==> src/rtl/riscv_pkg.sv <==
// riscv_pkg: shared RV32I pipeline types for forwarding selects and decode constants
package riscv_pkg;
  localparam int REG_ADDR_W = 5;
  localparam logic [1:0] RESULT_SRC_LOAD = 2'b01;
  typedef enum logic [1:0] {
    FWD_REG = 2'b00,
    FWD_WB  = 2'b01,
    FWD_MEM = 2'b10
  } fwd_sel_t;
endpackage

==> src/rtl/hazard_unit.sv <==
// hazard_unit: registered EX forwarding selects, load-use stall, branch flush and
// saturating stall/flush counters, driven from a shadow copy of the E/M/W register tags
module hazard_unit
  import riscv_pkg::*;
#(
  parameter int CNT_W = 16
) (
  input  logic                  clk,
  input  logic                  reset,
  input  logic [REG_ADDR_W-1:0] rs1_d,
  input  logic [REG_ADDR_W-1:0] rs2_d,
  input  logic [REG_ADDR_W-1:0] rd_d,
  input  logic                  reg_write_d,
  input  logic [1:0]            result_src_d,
  input  logic                  pc_src_e,
  output logic [1:0]            forward_a_e,
  output logic [1:0]            forward_b_e,
  output logic                  stall_f,
  output logic                  stall_d,
  output logic                  flush_d,
  output logic                  flush_e,
  output logic [CNT_W-1:0]      stall_cnt,
  output logic [CNT_W-1:0]      flush_cnt
);
  logic [REG_ADDR_W-1:0] r_rs1_e, r_rs2_e, r_rd_e, r_rd_m, r_rd_w;
  logic                  r_rw_e, r_ld_e, r_rw_m, r_rw_w;
  fwd_sel_t              r_fwd_a, r_fwd_b;
  logic [CNT_W-1:0]      r_stall_cnt, r_flush_cnt;
  logic                  w_lw_stall, w_flush_e;
  fwd_sel_t              w_pred_a, w_pred_b;

  // The nearer (EX) writer shadows an older MEM writer of the same register.
  function automatic fwd_sel_t predict(input logic [REG_ADDR_W-1:0] rs);
    return (r_rw_e && r_rd_e != '0 && rs == r_rd_e) ? FWD_MEM :
           (r_rw_m && r_rd_m != '0 && rs == r_rd_m) ? FWD_WB : FWD_REG;
  endfunction

  always_comb begin
    w_lw_stall = r_ld_e && r_rd_e != '0 && (rs1_d == r_rd_e || rs2_d == r_rd_e);
    w_flush_e  = w_lw_stall || pc_src_e;
    w_pred_a   = predict(rs1_d);
    w_pred_b   = predict(rs2_d);
  end

  always_ff @(posedge clk) begin
    if (reset || w_flush_e) begin
      r_rs1_e <= '0;
      r_rs2_e <= '0;
      r_rd_e  <= '0;
      r_rw_e  <= 1'b0;
      r_ld_e  <= 1'b0;
      r_fwd_a <= FWD_REG;
      r_fwd_b <= FWD_REG;
    end else begin
      r_rs1_e <= rs1_d;
      r_rs2_e <= rs2_d;
      r_rd_e  <= rd_d;
      r_rw_e  <= reg_write_d;
      r_ld_e  <= reg_write_d && result_src_d == RESULT_SRC_LOAD;
      r_fwd_a <= w_pred_a;
      r_fwd_b <= w_pred_b;
    end
  end

  always_ff @(posedge clk) begin
    if (reset) begin
      r_rd_m      <= '0;
      r_rw_m      <= 1'b0;
      r_rd_w      <= '0;
      r_rw_w      <= 1'b0;
      r_stall_cnt <= '0;
      r_flush_cnt <= '0;
    end else begin
      r_rd_m      <= r_rd_e;
      r_rw_m      <= r_rw_e;
      r_rd_w      <= r_rd_m;
      r_rw_w      <= r_rw_m;
      r_stall_cnt <= r_stall_cnt + CNT_W'(w_lw_stall && r_stall_cnt != '1);
      r_flush_cnt <= r_flush_cnt + CNT_W'(pc_src_e && r_flush_cnt != '1);
    end
  end

  assign forward_a_e = r_fwd_a;
  assign forward_b_e = r_fwd_b;
  assign stall_f     = w_lw_stall;
  assign stall_d     = w_lw_stall;
  assign flush_d     = pc_src_e;
  assign flush_e     = w_flush_e;
  assign stall_cnt   = r_stall_cnt;
  assign flush_cnt   = r_flush_cnt;

  // A registered select must name the stage that now really holds the producer.
  a_fwd_a_mem: assert property (@(posedge clk) disable iff (reset)
    r_fwd_a == FWD_MEM |-> r_rw_m && r_rd_m != '0 && r_rs1_e == r_rd_m);
  a_fwd_b_mem: assert property (@(posedge clk) disable iff (reset)
    r_fwd_b == FWD_MEM |-> r_rw_m && r_rd_m != '0 && r_rs2_e == r_rd_m);
  a_fwd_a_wb: assert property (@(posedge clk) disable iff (reset)
    r_fwd_a == FWD_WB |-> r_rw_w && r_rd_w != '0 && r_rs1_e == r_rd_w);
  a_fwd_b_wb: assert property (@(posedge clk) disable iff (reset)
    r_fwd_b == FWD_WB |-> r_rw_w && r_rd_w != '0 && r_rs2_e == r_rd_w);
endmodule

==> config.mk <==
export PLATFORM = sky130hd
export DESIGN_NAME = hazard_unit
export DESIGN_NICKNAME = d
export VERILOG_FILES = /design/src/rtl/riscv_pkg.sv /design/src/rtl/hazard_unit.sv
export SDC_FILE = /design/constraint.sdc
export NUM_CORES = 1
export LEC_CHECK = 0
export CAP_MARGIN = 20
export CORE_ASPECT_RATIO = 1.1
export CORE_MARGIN = 2
export CORE_UTILIZATION = 50
export CTS_CLUSTER_SIZE = 16
export DETAILED_ROUTE_END_ITERATION = 8
export PLACE_DENSITY = 0.83
export SYNTH_ARGS = -nofsm -noshare
export SYNTH_HDL_FRONTEND = slang
export SYNTH_SLANG_ARGS = --single-unit
==> constraint.sdc <==
create_clock -name clk -period 4.6 [get_ports clk]
set_clock_uncertainty 0.15 [all_clocks]
set_input_delay 0.92 -clock clk [delete_from_list [all_inputs] [get_ports clk]]
set_output_delay 0.92 -clock clk [all_outputs]
set_load 0.05 [all_outputs]
# Yosys cells after proc, flatten, opt, wreduce, memory -nomap -nowiden
# Cells that the tools add are included.
# totals
wordCells	42
input_bits	21
regBits	49
out_inout_bits	40
# classes
eq_ne	7
reduce_logical	18
addsub	2
n_mux	4
# op_table
op	count
$add A16 B1 Y16	2
$ne A16 B16 Y1 const B	2
$eq A5 B5 Y1	4
$logic_and A1 B1 Y1	11
$reduce_bool A5 Y1	2
$mux W2	2
$reduce_or A2 Y1	2
$logic_or A1 B1 Y1	3
$eq A2 B1 Y1 const B	1
$mux W1	2

# Depth between registers and ports, before layout
# depth
ltp_word	6
depth_mapped	11
depth_no_buf	10

# Worst setup path after synthesis
# No wires, ideal clock.
# synth_timing
path_kind	input to output
from	input port rs2_d[4]
to	output port flush_e
path_stages	6
required_ns	3.530
slack_ns	1.490
arrival_time_ns	2.040
path_cell_list	xnor2_1 nand3_1 nor3_2 o211a_4 buf_6 or2_2
# synth_via
elab_chain_len	4
# synth_lines
element	line	rtl
from (decl)	hazard_unit.sv:11	input logic [REG_ADDR_W-1:0] rs2_d,
$eq A5 B5 Y1	hazard_unit.sv:39	w_lw_stall = r_ld_e && r_rd_e != '0 && (rs1_d == r_rd_e || rs2_d == r_rd_e);
$logic_or A1 B1 Y1	hazard_unit.sv:39	
$logic_and A1 B1 Y1	hazard_unit.sv:39	
named net stall_d	hazard_unit.sv:19	output logic stall_d,
$logic_or A1 B1 Y1	hazard_unit.sv:40	w_flush_e = w_lw_stall || pc_src_e;
to (decl)	hazard_unit.sv:21	output logic flush_e,
# The timed path passes the listed nets, and every way through them passes these cells.

# Final worst setup path
# layout_timing
from	input port rs1_d[4]
to	output port flush_e
# layout_via
elab_chain_len	4
# layout_lines
element	line	rtl
from (decl)	hazard_unit.sv:10	input logic [REG_ADDR_W-1:0] rs1_d,
$eq A5 B5 Y1	hazard_unit.sv:39	
$logic_or A1 B1 Y1	hazard_unit.sv:39	
$logic_and A1 B1 Y1	hazard_unit.sv:39	
$logic_or A1 B1 Y1	hazard_unit.sv:40	
# Every way passes these cells.

==> metrics.md <==
| Metric | Value |
|---|---|
| Worst-Margin Slew | 0.671 ns |
| GR Util met3 | 5.25% |
| Row count | 25 |
| Share of layout cells above drive strength 1 | 5.08% |
| GRT Residual Overflow | 0 |
| Global Route Usage Sum | 21.1% |
| Area of the die | 4860 µm² |
| GRT Max-Usage Layer | met2 |
| CP required | 3.53 ns |
| Final Hold Vio Count | 0 |
| Vias in the first global route | 1716 |
| Filler Cells Inserted | 346 |
| Fin nets | 320 |
| First DRT Iteration DRCs | 102 |
| Ys Warns | 0 |
| GR Util met1 | 25.0% |
| Pin count of the biggest net entering global routing | 40 |
| CTS sink cnt | 49 |
| Vias | 1799 |
| CTS resizes | 0 |
| Cts hold-fix bufs | 0 |
| EDFF count, synth | 0 |
| Critical Path Start Type | input pin |
| Final period util | 92.6% |
| Synth Flop Type | dfxtp_1 |
| Synth cell count leaders | 49 x dfxtp_1, 33 x nor2_1, 30 x xor2_1 |
| Clk_lat worst skew | 0.30 ns |
| Drt total wl | 4.81 mm |
| Yosys top cell by area | dfxtp_1 |
| Power Dens Cells | 259 nW/µm² |
| DRT Pass-1 Iters | 4 |
| Wire length per cell | 13.8 µm |
| Critical path class | input pin to primary output |
| Synthesized area per cell | 9.26 µm² |
| Post-synthesis sequential area ratio | 45.5% |
| Post-synthesis register bit count | 49 |
| TritonCTS clock tree | done |
| Dpl cell area | 2790 µm² |
| F_max | 0.235 GHz |
| Setup ws final | 0.340 ns |
| Post-route DRC | 0 |
| Setup TNS | 0 ns |
| RSZ-0062 raised after global routing | false |
| Core area | 4220 µm² |
| Max-slew violations | 0 |
| First-pass GRT wire length | 7.78 mm |
| Grt met2 use | 37.3% |
| Num ports | 61 |
| Antenna diodes | 0 |
| Hold Crit Class | flip-flop to flip-flop |
| Via density | 5.15 |
| CTS Buf Count | 5 |
| Cells after Synth | 233 |
| Final Instance Area | 2870 µm² |
| Initial antenna violation count | 0 |
| Leakage power | 1.09 nW |
| Initial Util | 51.1% |
| Status | finished, final reports clean |
| Synth-to-layout area growth | 33.2% |
| Port bufs | 60 |
| Chip Height | 72.9 µm |
| Top-count cell post-synth | dfxtp_1 |
| Setup bufs post-CTS | 0 |
| Distinct cell type count after synthesis | 34 |
| Minimum clock period | 4.26 ns |
| Placement Setup Slack | 0.336 ns |
| Gp weighted congestion | 0.789 |
| Root Driver | clkbuf_8 |
| Die W | 66.6 µm |
| Max VDD drop | 0.000233 V |
| # setup viols final | 0 |
| Synth area leaders | dfxtp_1 45%, xor2_1 12%, nor2_1 5.7% |
| Synth top area share | 45.5% |
| Clk slew on worst S/H paths | 0.09 ns |
| DP Wirelength | 3.53 mm |
| Clock Path Buffers | 2 |
| Total power | 0.745 mW |
| Worst slew margin | 55.1% |
| Number of max-cap violations | 0 |
| Arrival time worst endpoint | 3.19 ns |
| H-tree level count | 2 |
| Crit-path max FO | 13 |
| Antenna Nets Post-Route | 0 |
| Syn Std Cell Area | 2160 µm² |
| Worst setup EP type | primary output |
| Asr flop ratio synth | 0% |
| Syn_nets | 259 |
-- layer usage --
layer / share of wire, % / wire length (µm) / vias to the layer above
met5: 0 / 0 / -
met2: 49 / 2370 / 55
met3: 5.0 / 238 / 6
met4: 1.2 / 56 / 0
met1: 45 / 2140 / 828
li1: - / - / 910
-- through the flow --
stage          cells  util, %  hold WS [ns]
3_3_place_gp     341     66.1         0.338
3_5_place_dp     341     66.1         0.352
2_1_floorplan    233        -         0.308
6_report         349     68.1         0.356
5_1_grt          349     68.1         0.389
4_1_cts          349     68.1         0.364
-- cell type report --
class	count	area, µm²	area share [%]
Tap cell	54	67.6	2.35
Clock inverter	2	10.0	0.348
Sequential cell	49	981	34.1
Timing Repair Buffer	61	608	21.2
Inverter	2	7.51	0.261
Clock buffer	6	72.6	2.53
Multi-Input combinational cell	175	1130	39.2
-- kinds of logic after synthesis --
logic type                 Yosys count  synth area share, %
buffers and inverters                9                 2.26
and+or+nand+nor                    114                 27.5
DFF                                 49                 45.5
xor gates and xnor gates            44                 17.9
AOI/OAI and AO/OA                   12                 4.00
adders and majority gates            5                 2.90
-- worst paths after layout --
kind,startpoint,end,slack (ns),cells past startpoint
hold / removal,r_rw_e,r_rw_m,0.36,1
hold reg to reg,r_rw_e,r_rw_m,0.36,1
setup reg to reg,r_rd_e[3],stall_cnt[12],1.95,10
setup / recovery,rs1_d[4],flush_e,0.34,7
-- registers in the layout (all words and copies together), names as in the netlist --
| signal | count |
|---|---|
| forward_a_e | 2 |
| flush_cnt | 16 |
| r_rd_e | 5 |
| r_rw_e | 1 |
| r_rd_m | 5 |
| stall_cnt | 16 |
| r_rw_m | 1 |
| r_ld_e | 1 |
| forward_b_e | 2 |
-- critical path, cell delays in order --
cell and delay (ns):
clkdlybuf4s50_1 0.52, xnor2_1 0.14, nand3_1 0.09, nor3_1 0.29, o211a_4 0.30, or2_2 0.13, clkdlybuf4s50_1 0.79
-- cells in the final DEF, fill, tap and decap left out, types with 2 or more instances in the layout --
cell / instances
ha_1: 5
xor2_1: 30
and2_1: 3
xnor2_1: 14
and4_1: 2
nand3_1: 12
o21ai_0: 4
clkbuf_8: 5
a21oi_1: 3
o21a_1: 2
clkinv_2: 2
nand4_1: 14
inv_1: 2
and3_1: 4
nor2b_1: 10
nor2_1: 33
nor3_1: 7
dfxtp_1: 49
nand2_1: 17
clkdlybuf4s50_1: 60
or3_1: 3
-- power by group --
part	total, mW	internal (mW)	switching (mW)
sequential	0.435	0.429	0.00605
clock	0.242	0.106	0.136
combinational	0.0681	0.0342	0.0340
(Power assumes the default switching activity.)
